## config.mk

```make
export PLATFORM = sky130hd
export DESIGN_NAME = joystick_scanner
export DESIGN_NICKNAME = d
export VERILOG_FILES = /design/src/rtl/joystick_scanner.sv
export SDC_FILE = /design/constraint.sdc
export NUM_CORES = 1
export LEC_CHECK = 0
export CAP_MARGIN = 20
export CORE_MARGIN = 2
export CORE_UTILIZATION = 52
export DETAILED_ROUTE_END_ITERATION = 7
export PLACE_DENSITY_LB_ADDON = 0.05
export SYNTH_ARGS = -nofsm -noshare
export SYNTH_HDL_FRONTEND = slang
export SYNTH_SLANG_ARGS = --single-unit
```

## constraint.sdc

```tcl
create_clock -name clock -period 1.95 [get_ports clock]
set_input_delay 0.39 -clock clock [delete_from_list [all_inputs] [get_ports clock]]
set_output_delay 0.39 -clock clock [all_outputs]
set_load 0.05 [all_outputs]
```

## src/rtl/joystick_scanner.sv

```systemverilog
// Scans two daisy-chained 74HC165s for the DB9 joysticks and returns debounced,
// active-high button states. All sequencing is paced by the ce tick.
module joystick_scanner #(
    parameter int GAP = 64
) (
    input  logic       clock,
    input  logic       reset_n,
    input  logic       ce,
    input  logic       joyD,
    output logic       joyLd,
    output logic       joyCk,
    output logic [7:0] joy1,
    output logic [7:0] joy2,
    output logic       scan_done
);

    typedef enum logic [2:0] {
        LOAD,
        LATCH,
        SHIFT_LO,
        SHIFT_HI,
        DONE,
        IDLE
    } state_t;

    localparam logic [7:0] GAP_LAST = 8'((GAP == 0) ? 0 : GAP - 1);

    state_t      state;
    logic [3:0]  k;
    logic [7:0]  g;
    logic [15:0] raw;
    logic [15:0] prev;
    logic [7:0]  raw_j1;
    logic [7:0]  raw_j2;

    // Chain order is reversed relative to the joystick bit map within each byte.
    always_comb begin
        raw_j1 = '0;
        raw_j2 = '0;
        for (int i = 0; i < 8; i++) begin
            raw_j1[7-i] = raw[i];
            raw_j2[7-i] = raw[8+i];
        end
    end

    always_ff @(posedge clock or negedge reset_n) begin
        if (!reset_n) begin
            state     <= LOAD;
            k         <= '0;
            g         <= '0;
            raw       <= '0;
            prev      <= '0;
            joyLd     <= 1'b1;
            joyCk     <= 1'b0;
            joy1      <= '0;
            joy2      <= '0;
            scan_done <= 1'b0;
        end else begin
            scan_done <= 1'b0;
            if (ce) begin
                case (state)
                    LOAD: begin
                        joyLd <= 1'b0;
                        joyCk <= 1'b0;
                        k     <= '0;
                        state <= LATCH;
                    end
                    LATCH: begin
                        joyLd <= 1'b1;
                        state <= SHIFT_LO;
                    end
                    SHIFT_LO: begin
                        raw[k] <= ~joyD;
                        joyCk  <= 1'b1;
                        state  <= SHIFT_HI;
                    end
                    SHIFT_HI: begin
                        joyCk <= 1'b0;
                        if (k == 4'd15) begin
                            state <= DONE;
                        end else begin
                            k     <= k + 4'd1;
                            state <= SHIFT_LO;
                        end
                    end
                    DONE: begin
                        // Only publish a pattern seen on two consecutive scans.
                        if (raw == prev) begin
                            joy1 <= raw_j1;
                            joy2 <= raw_j2;
                        end
                        prev      <= raw;
                        scan_done <= 1'b1;
                        g         <= '0;
                        state     <= (GAP == 0) ? LOAD : IDLE;
                    end
                    IDLE: begin
                        if (g == GAP_LAST) state <= LOAD;
                        else               g     <= g + 8'd1;
                    end
                    default: state <= LOAD;
                endcase
            end
        end
    end

endmodule

```

---- Yosys cells after proc, flatten, opt, wreduce, memory -nomap -nowiden ----
Cells that the tools add are included.
word-level totals
  input bits .............................. 4
  bits in registers ....................... 66
  output and inout port bits .............. 19
operators by class
  magnitude comparators ................... 2
  muxes and demuxes ....................... 14
  equal/unequal tests ..................... 11
  reduce and logical (&&, ||, !) cells .... 15
  add/subtract/negate cells ............... 2
  bitwise operators ....................... 1
operator list
  cell                 count
  $pmux 3 s6           1
  $bwmux 16            1
  $eq 16x16->1         1
  $pmux 8 s2           1
  $reduce_and 2->1     5
  $reduce_and 3->1     3
  $add 8x1->8 const B  1
  $eq 8x6->1 const B   1
  $mux 8               1
  $pmux 4 s2           1
  $reduce_bool 2->1    4
  $eq 3x2->1 const B   2
  $eq 3x3->1 const B   2
  $mux 3               2
  $ne 2x2->1 const B   3
  $lt 4x5->1 const B   1
  $add 4x1->4 const B  1
  $demux 1 s4          1
  $eq 4x4->1 const B   1
  $ge 4x1->1 const B   1
  $mux 4               1
  $pmux 1 s2           2
  $eq 3x1->1 const B   1
  $logic_not 3->1      1
  other kinds (4)      6

---- Logic depth before layout (Yosys ltp) ----
Gate-level depths: netlist of run 1.
  depth after elaboration ................. 5
  gate-level depth with buffers ........... 8

---- Worst setup path before layout of run 1 ----
Ideal clock, no wire load.
  path kind ............................... flip-flop to flip-flop
  start ................................... register raw[3]
  end ..................................... register joy1[2]
  data required time ...................... 1.825 ns
  cell stages (with the launch flop) ...... 8
  arrival time ............................ 1.923 ns
  period minus slack after synthesis ...... 2.048 ns
  library setup time ...................... 0.125 ns
  setup slack ............................. -0.098 ns
  cell sequence ........................... dfrtp_1 -> xor2_1 -> nor4_1 -> nand3_1 -> or4_4 -> buf_6 -> buf_12 -> mux2_4
on the way
  cells in the longest elaborated chain, start to end .. 2
ends and longest elaborated chain
  item                               RTL line  RTL
  start: declaration                 31        logic [15:0] raw;
  start signal: indexed assignment   73        raw[k] <= ~joyD;
  $eq 16x16->1                       88        if (raw == prev) begin
  $reduce_and 3->1 (no source line)  -
  end signal: assignment             89        joy1 <= raw_j1;
  end: declaration                   12        output logic [7:0] joy1,
No other way between the ends.
A chain may end at the register's enable or synchronous reset.

---- Worst setup path in the final report of run 1 ----
  start ................................... register raw[3]
  end ..................................... register joy2[1]
on the way
  cells in the longest elaborated chain, start to end .. 2
ends and longest elaborated chain
  item                               RTL line  RTL
  $eq 16x16->1                       88
  $reduce_and 3->1 (no source line)  -
  end signal: assignment             90        joy2 <= raw_j2;
  end: declaration                   13        output logic [7:0] joy2,
No other way between the ends.

==> qor.yml, run 1 <==
die_x_um: 81.3
setup_viol: 16
slew_violations: 0
worstPathArrival_ns: 2.36
clk_path_buf_depth: 2
r2r.worst_path.cells: 6
n_antenna_cell: 0
cp_slowest_stage_delay_ns: 0.56
violations: "setup timing"
p_leak_uw: 0.00191
async_flop_share_pct: 100
clk_latency_ns: 0.33
fin_skew_ns: 0.00683
tightestPinTransition_ns: 0.514
avgSynthCellArea_um2: 11.9
drc: 0
crit_required_ns: 2.16
min_period_ns: 2.14
initial_core_util_pct: 53.1
outcome: "finished with violations"
htreeDepth: 3
synth_edf_count: 0
antenna_found_initial: 0
synth_warnings: 0
final_cell_mix: "dfrtp_1 (65), buf_4 (36), mux2_2 (25)"
synth_simple_gate_area_share_pct: 11.2
cts_sinks: 66
synth_top_family_by_area: "multiplexers"
gp_congestion: 0.799
port_buffers: 22
power_uw: 3660
synth_compound_area_share_pct: 11.9
netlist_area_um2: 3110
syn_nets: 271
routed_wl_um: 6420
synth-main-ff-cell: "dfrtp_1"
vdd_drop_max_mv: 0.545
synthCells: 262
worst_slack_ns: -0.194
final_layout_size_suffix_gt1_share_pct: 29.7
pre_cts_slack_ns: -0.358
cts_tree: "built"
crit_fanout: 8
fp.dieH_um: 81.3
drt_first_pass_iters: 4
dp.cells: 381
rsz0062_at_grt: "true"
area_growth_pct: 23.9
final_common_cell: "dfrtp_1"
synthMuxAreaShare_pct: 14.2
cp_slowest_cell: "or4_4"
cellPowerDensity_nw_per_um2: 949
cts_buffers: 9
fin_tns_setup_ns: -2.66
maxCapViolCount: 0
grt_pass1_vias: 2244
die_area_um2: 6610
finalCritPeriodShare_pct: 110
worstReg2RegEnd: "joy2[1]$_DFFE_PN0P_"
ctsRootBufferMaster: "clkbuf_8"
wl_per_cell_um: 16.1
critical_path.startpoint_type: "register"
std_cell_rows: 28
endpoint_kind: "register"
hp-class: "input pin to asynchronous set/reset pin"
synth_fa_ha_area_share_pct: 2.01
ff2ff_setup_slack_ns: -0.19
synth-seq-cells: 66
grt_pass1_wl_um: 10900
worstPathCellList: "xor2_1, nor4_2, buf_4, nand3_4, or4_4, mux2_4"
finalNonFillerCells: 398
route.antenna.remaining_nets: 0
worst-setup-path-type: "register to register"
ctsHoldBuffers: 0
clk_pin_slew_ns: 0.06
first_iter_violations: 168
fmax_mhz: 466
grt_max_degree: 67
final_hold_viol_count: 0
vias_per_cell: 5.46
timing.slew.headroom_pct: 65.7
via_count: 2175
ioPinCount: 23
synth_xor_area_share_pct: 4.51
grt-ovfl-total: 0
synth_cell_types: 40
whs_ns: 0.0653
hpwl_um: 4390
coreArea_um2: 5850
worstReg2RegStart: "raw[3]$_DFFE_PN0P_"
seq_area_frac_synth_pct: 53.2
layout.nets: 330
grt_use_total_pct: 22.2
per-stage QoR:
step / util, % / cell area, um2
finish: 65.8 / 3850
global route: 65.8 / 3850
CTS: 65.3 / 3820
detailed placement: 61.9 / 3620
global placement: 61.9 / 3620
floorplan: - / 3110
sequential cells by signal, summed over array words and instances (netlist names):
name / cells
joy2: 8
state: 3
prev: 16
raw: 16
joy1: 8
scan_done: 1
k: 4
joyCk: 1
g: 8
joyLd: 1
area by class of cell:
| type | instances | area [um2] |
|---|---|---|
| inverter | 6 | 22.5 |
| clock buffer | 13 | 159 |
| tap | 75 | 93.8 |
| timing repair buffer | 59 | 520 |
| multi-input combinational | 179 | 1400 |
| fill | 460 | 2000 |
| sequential | 66 | 1650 |
worst max-delay path, delay by kind of cell (launching register included):
kind | cells | cell delay, ns
flops | 1 | 0.39
buf+inv | 1 | 0.18
mux | 1 | 0.34
xor+xnor | 1 | 0.17
simple gates | 3 | 0.95
synth_stat cells, drive strengths merged (2+ instances only):
cell / count / area share, %
dfrtp: 65 / 52
mux2: 35 / 14
o21ai: 24 / 3.9
nand2: 22 / 2.7
nand3: 15 / 2.4
xor2: 14 / 3.9
o31ai: 10 / 2.4
nor2: 9 / 1.3
clkbuf: 8 / 1.0
a22o: 7 / 2.0
a21oi: 6 / 0.97
inv: 6 / 0.72
ha: 5 / 2.0
o41ai: 5 / 1.4
buf: 4 / 1.3
nor2b: 4 / 0.81
nor4: 4 / 1.2
nand2b: 2 / 0.40
nand3b: 2 / 0.89
o21bai: 2 / 0.48
xnor2: 2 / 0.56
power by group:
group / switching [uW] / leakage (uW) / internal (uW) / total (uW)
combinational: 554 / 0.000946 / 467 / 1020
sequential: 131 / 0.000887 / 1520 / 1650
clock: 469 / 0.0000815 / 511 / 980
worst max path at each step:
stage	slack (ns)	depth (start not counted)	to	startpoint
floorplan	-0.1	7	joy1[2]$_DFFE_PN0P_	raw[7]$_DFFE_PN0P_
global placement	-0.39	6	joy1[4]$_DFFE_PN0P_	prev[7]$_DFFE_PN0P_
detailed placement	-0.36	6	joy2[1]$_DFFE_PN0P_	prev[7]$_DFFE_PN0P_
CTS	-0.18	6	joy2[1]$_DFFE_PN0P_	raw[3]$_DFFE_PN0P_
global route	-0.27	6	joy1[4]$_DFFE_PN0P_	raw[3]$_DFFE_PN0P_
finish	-0.19	6	joy2[1]$_DFFE_PN0P_	raw[3]$_DFFE_PN0P_
kinds of logic (layout without fill, tap and decap cells):
kind of cell | Yosys count | count (layout)
AO/OA/AOI/OAI | 57 | 57
XOR/XNOR | 16 | 16
adder cells (fa/ha/maj) | 5 | 5
buffers and inverters | 18 | 78
flip-flops | 66 | 66
multiplexers | 36 | 36
AND/OR/NAND/NOR | 64 | 65
layer usage:
layer	GRT usage, %	vias to the layer above	share of wire (%)
met4	10.2	0	2.1
met2	34.4	42	47
met3	4.11	14	3.3
met1	30.2	1054	47
li1	-	1065	-
met5	0	-	0
timing repair:
item / 4_1_cts / 5_1_grt
resized for setup: 4 / 4
gates cloned: 1 / 0
setup endpoints to repair: 16 / 21
setup buffers: 1 / 2
hold endpoints to repair: 0 / 0
pin swaps: 4 / 0
Power figures use the tool's default switching activity.
==> inputs of run 2 (changes only) <==
CORE_UTILIZATION = 55   (was 52)
TNS_END_PERCENT = 1   (was not set)
clock period = 2.5 ns   (was 1.95 ns; I/O delays follow)
==> run 2 against run 1 <==
Effect of this change:
- the flow now finishes without violations
- clock power down 24%
- highest routed layer unchanged
- sequential power down 19%
- critical path type unchanged
- largest cell class unchanged
- register-to-register slack better by 0.37 ns
- clock skew up 0.0032 ns
- worst setup slack better by 0.37 ns
- core utilization down 0.39 points
- global-route usage down 1.5 points
- hold slack better by 0.11 ns
- combinational power down 48%
- die area down 5.2%
==> qor.yml, run 2 (synthesis results as in run 1) <==
critPathLaunch: "raw[3]$_DFFE_PN0P_"
die_x_um: 79.2  # -2.6%
worstReg2RegStart: "raw[3]$_DFFE_PN0P_"
setup_viol: 0  # -16
worst-setup-path-type: "register to register"
seq_power_share_pct: 51.2  # +5.9 points
hp-class: "input pin to asynchronous set/reset pin"
fmax_mhz: 430  # -7.7%
clkPwrFrac_pct: 28.4  # +1.6 points
first_iter_violations: 106  # -37%
tightestPinTransition_ns: 0.608  # +0.0935 ns
cts_sinks: 66  # unchanged
slew_violations: 0  # unchanged
std_cell_rows: 27  # -3.6%
drc: 0  # unchanged
grt_use_total_pct: 20.7  # -1.5 points
fin_util_pct: 65.4  # -0.39 points
htreeDepth: 3  # unchanged
p_leak_uw: 0.00172  # -10%
final_layout_size_suffix_gt1_share_pct: 22.3  # -7.4 points
timing.slew.headroom_pct: 59.5  # -6.2 points
fin_tns_setup_ns: 0  # +2.66 ns
final_cell_mix: "dfrtp_1 (65), mux2_2 (25), o21ai_0 (24)"
layout.nets: 301  # -8.8%
clk_latency_ns: 0.33  # about the same
n_antenna_cell: 0  # unchanged
intPower_uw: 1750  # -30%
fin_skew_ns: 0.0100  # +0.00319 ns
design_area_um2: 3580  # -7.0%
swShare_pct: 32.6  # +1.0 points
drt_first_pass_iters: 6  # +2
ctsResizeCount: 0  # -4
final_hold_viol_count: 0  # unchanged
grt_pass1_wl_um: 9950  # -8.3%
maxCapViolCount: 0  # unchanged
vias_per_cell: 5.56  # +1.7%
rsz0062_at_grt: "false"
switching_power_uw: 848  # -27%
multi_input_area_um2: 1360  # -2.9%
crit_fanout: 16  # +8
vdd_drop_max_mv: 0.446  # -18%
grt_pass1_vias: 2045  # -8.9%
final_common_cell: "dfrtp_1"
grt-ovfl-total: 0  # unchanged
clk_path_buf_depth: 2  # unchanged
area.sequential_um2: 1650  # unchanged
endpoint_kind: "register"
ctsHoldBuffers: 0  # unchanged
antenna_found_initial: 0  # unchanged
cts_buffers: 9  # unchanged
gp_congestion: 0.765  # -4.3%
p_comb_share_pct: 20.4  # -7.5 points
routed_wl_um: 5720  # -11%
ctsRootBufferMaster: "clkbuf_8"
via_count: 2046  # -5.9%
coreArea_um2: 5470  # -6.5%
critical_path.startpoint_type: "register"
fill_cells: 442  # -3.9%
hpwl_um: 4010  # -8.8%
wl_per_cell_um: 15.5  # -3.5%
route.antenna.remaining_nets: 0  # unchanged
crit_required_ns: 2.71  # +0.55 ns
area_growth_pct: 15.2
clk_pin_slew_ns: 0.07  # about the same
fp.dieH_um: 79.2  # -2.6%
initial_core_util_pct: 56.8  # +3.7 points
worst_slack_ns: 0.177  # +0.371 ns
finalCritPeriodShare_pct: 92.9  # -17 points
min_period_ns: 2.32  # +0.179 ns
grt_max_degree: 41  # -39%
worstPathArrival_ns: 2.54  # +0.18 ns
top_regs: "prev: 16 flops, raw: 16 flops"
ioPinCount: 23  # unchanged
post_cts_buffers: 0  # -1
die_area_um2: 6270  # -5.2%
outcome: "finished, final reports clean"
dpl_cell_area_um2: 3420  # -5.6%
port_buffers: 22  # unchanged
cts_tree: "built"
ff2ff_setup_slack_ns: 0.18  # +0.37 ns
cellPowerDensity_nw_per_um2: 727  # -23%
pre_cts_slack_ns: 0.0880  # +0.446 ns
-- run 2: worst max-delay path, cell delays in order (launching register included) --
cell and delay, ns:
dfrtp_1 0.42, xor2_1 0.15, nor4_1 0.46, nand3_1 0.14
or4_4 0.67, mux2_4 0.35
-- run 2: power by group through the flow --
stage               registers (uW)  clock network (uW)  logic (uW)
floorplan                     1350                   0         328
global placement              1350                   0         524
detailed placement            1350                   0         529
CTS                           1330                 760         531
global route                  1350                 808         595
finish                        1330                 740         530
-- run 2: metal layers --
metal / vias up / routed length, um / GRT usage (%)
met2: 40 / 2640 / 32.1
met4: 0 / 45 / 5.69
met5: - / 0 / 0
li1: 1002 / - / -
met3: 5 / 202 / 4.77
met1: 999 / 2830 / 29.3
-- run 2: final timing paths --
| kind | endpoint | depth (start not counted) |
|---|---|---|
| max in group asynchronous | joyLd$_DFFE_PN1P_ | 2 |
| min | joy2[3]$_DFFE_PN0P_ | 1 |
| max reg2reg | joy2[2]$_DFFE_PN0P_ | 5 |
| min reg2reg | joy1[1]$_DFFE_PN0P_ | 1 |
| min in group clock | joy1[1]$_DFFE_PN0P_ | 1 |
| max | joy2[2]$_DFFE_PN0P_ | 5 |
-- run 2: layout make-up --
class / count / share of cell area [%]
clock inverter: 6 / 0.978
multi-input combinational: 178 / 38.0
clock buffer: 9 / 3.46
timing repair buffer: 31 / 8.25
inverter: 6 / 0.629
sequential: 66 / 46.2
tap: 72 / 2.52
-- run 2: stage by stage --
step / cells / power [uW] / hold WS, ns
floorplan: 262 / 1680 / 0.204
detailed placement: 353 / 1880 / 0.495
CTS: 368 / 2620 / 0.182
finish: 368 / 2600 / 0.171
global route: 368 / 2760 / 0.210
global placement: 353 / 1870 / 0.490
==> inputs of run 3 (changes only) <==
ABC_CLOCK_PERIOD_IN_PS = 2500   (was not set)
CORE_ASPECT_RATIO = 1.1   (was not set)
==> run 3 against run 2 <==
Effect of this change:
- clock skew is essentially flat
- hold slack worse by 0.0022 ns
- sequential share of layout area shrank 0.30 points
- fmax up 1.1%
- non-clock buffer count fell by 1
- first-iteration DRC count shrank 38%
- sequential power about the same
- power increased by 3.4%
- flip-flop and latch count unchanged
- die area is essentially flat
- critical path type unchanged
- largest cell class unchanged
==> qor.yml, run 3 (synthesis results as in run 1) <==
tightestPinTransition_ns: 0.586  # -0.0220 ns
fill_cells: 437  # -1.1%
outcome: "finished, final reports clean"
n_antenna_cell: 0  # unchanged
critical_path.startpoint_type: "register"
fin_tns_setup_ns: 0  # unchanged
min_period_ns: 2.30  # -0.0259 ns
fp.dieH_um: 82.8  # +4.6%
design_area_um2: 3600  # +0.66%
clk_pin_slew_ns: 0.07  # about the same
endpoint_kind: "register"
power_uw: 2690  # +3.4%
worstPathCellList: "xor2_1, nor4_1, nand3_1, or4_4, mux2_4"
port_buffers: 22  # unchanged
finalCritPeriodShare_pct: 91.9  # -1.0 points
clkPwrFrac_pct: 31.9  # +3.5 points
switching_power_uw: 819  # -3.3%
wl_per_cell_um: 15.2  # -2.0%
grt_pass1_vias: 2019  # -1.3%
routed_wl_um: 5640  # -1.5%
coreArea_um2: 5430  # -0.78%
gp_congestion: 0.821  # +7.3%
die_x_um: 75.7  # -4.4%
crit_required_ns: 2.71  # about the same
cellPowerDensity_nw_per_um2: 747  # +2.7%
first_iter_violations: 66  # -38%
final_hold_viol_count: 0  # unchanged
final_layout_size_suffix_gt1_share_pct: 21.0  # -1.3 points
intPower_uw: 1870  # +6.7%
cts_tree: "built"
top_regs: "prev: 16 flops, raw: 16 flops"
hp-class: "input pin to asynchronous set/reset pin"
route.antenna.remaining_nets: 0  # unchanged
slew_violations: 0  # unchanged
drt_first_pass_iters: 4  # -2
die_area_um2: 6270  # about the same
area_growth_pct: 16.0
cp_slowest_cell: "or4_4"
fin_skew_ns: 0.0102  # +0.000167 ns
clk_latency_ns: 0.33  # about the same
ctsResizeCount: 0  # unchanged
grt-ovfl-total: 0  # unchanged
hpwl_um: 3830  # -4.5%
seq_power_share_pct: 50.6  # -0.6 points
p_comb_share_pct: 17.5  # -2.9 points
vias_per_cell: 5.63  # +1.2%
ff2ff_setup_slack_ns: 0.20  # +0.03 ns
final_cell_mix: "dfrtp_1 (65), mux2_2 (25), o21ai_0 (24)"
ctsRootBufferMaster: "clkbuf_8"
clk_path_buf_depth: 2  # unchanged
timing.slew.headroom_pct: 60.8  # +1.3 points
crit_fanout: 16  # unchanged
maxCapViolCount: 0  # unchanged
vdd_drop_max_mv: 0.571  # +28%
p_leak_uw: 0.00172  # +0.24%
setup_viol: 0  # unchanged
swShare_pct: 30.4  # -2.1 points
antenna_found_initial: 0  # unchanged
via_count: 2082  # +1.8%
htreeDepth: 3  # unchanged
worst-setup-path-type: "register to register"
drc: 0  # unchanged
post_cts_buffers: 0  # unchanged
dpl_cell_area_um2: 3420  # -0.11%
fmax_mhz: 435  # +1.1%
ioPinCount: 23  # unchanged
cp_slowest_stage_delay_ns: 0.67  # about the same
grt_pass1_wl_um: 9890  # -0.62%
worstPathArrival_ns: 2.51  # -0.03 ns
layout.nets: 300  # -0.33%
std_cell_rows: 28  # +3.7%
rsz0062_at_grt: "false"
cts_buffers: 9  # unchanged
grt_max_degree: 67  # +63%
final_common_cell: "dfrtp_1"
initial_core_util_pct: 57.2  # +0.44 points
cts_sinks: 66  # unchanged
ctsHoldBuffers: 0  # unchanged
grt_use_total_pct: 20.8  # +0.18 points
[run 3: cell types whose count changed in the layout (fill, tap and decap cells not counted), sizes merged]
| cell | change |
|---|---|
| buf | -1 |
| bufinv | +1 |
| clkbuf | +4 |
| clkinv | -4 |
| clkinvlp | -1 |
[run 3: cell type report]
type | instances | area [um2] | area share [%]
multi-input cells | 178 | 1360 | 37.8
inverters | 6 | 22.5 | 0.625
clock buffers | 13 | 149 | 4.13
repair buffers | 30 | 288 | 7.98
well taps | 75 | 93.8 | 2.60
flip-flops and latches | 66 | 1650 | 45.9
clock inverters | 2 | 37.5 | 1.04
[run 3: routing by layer]
layer | track usage (%) | part of all wire [%] | vias to the layer above
met4 | 9.41 | 2.4 | 0
met1 | 31.6 | 48 | 1013
met3 | 3.64 | 3.5 | 12
li1 | - | - | 1002
met5 | 0 | 0 | -
met2 | 29.0 | 46 | 55
[run 3: final timing paths]
path,startpoint,to,depth (start not counted)
max,raw[9]$_DFFE_PN0P_,joy2[3]$_DFFE_PN0P_,5
min,reset_n,joy2[6]$_DFFE_PN0P_,2
max reg2reg,raw[9]$_DFFE_PN0P_,joy2[3]$_DFFE_PN0P_,5
min reg2reg,joy1[0]$_DFFE_PN0P_,joy1[0]$_DFFE_PN0P_,1
max in group asynchronous,reset_n,joyLd$_DFFE_PN1P_,2
min in group clock,joy1[0]$_DFFE_PN0P_,joy1[0]$_DFFE_PN0P_,1
[run 3: worst max-delay path: cells and delay by family, from the launching register on]
| kind | cells | cell delay, ns |
|---|---|---|
| DFF | 1 | 0.43 |
| and+or+nand+nor | 3 | 1.23 |
| muxes | 1 | 0.35 |
| xor gates and xnor gates | 1 | 0.17 |
[run 3: stage by stage]
stage	utilization, %	worst slack [ns]	hold slack (ns)	instances
after floorplan	-	0.452	0.204	262
after global placement	62.9	0.126	0.489	355
after detailed placement	62.9	0.0978	0.493	355
after CTS	66.4	0.190	0.189	370
after global routing	66.4	0.159	0.208	370
final	66.4	0.203	0.169	370
[run 3: power groups by stage]
| stage | logic [uW] | clock network [uW] | registers (uW) |
|---|---|---|---|
| after floorplan | 328 | 0 | 1350 |
| after global placement | 469 | 0 | 1380 |
| after detailed placement | 473 | 0 | 1380 |
| after CTS | 475 | 876 | 1360 |
| after global routing | 524 | 929 | 1390 |
| final | 471 | 858 | 1360 |
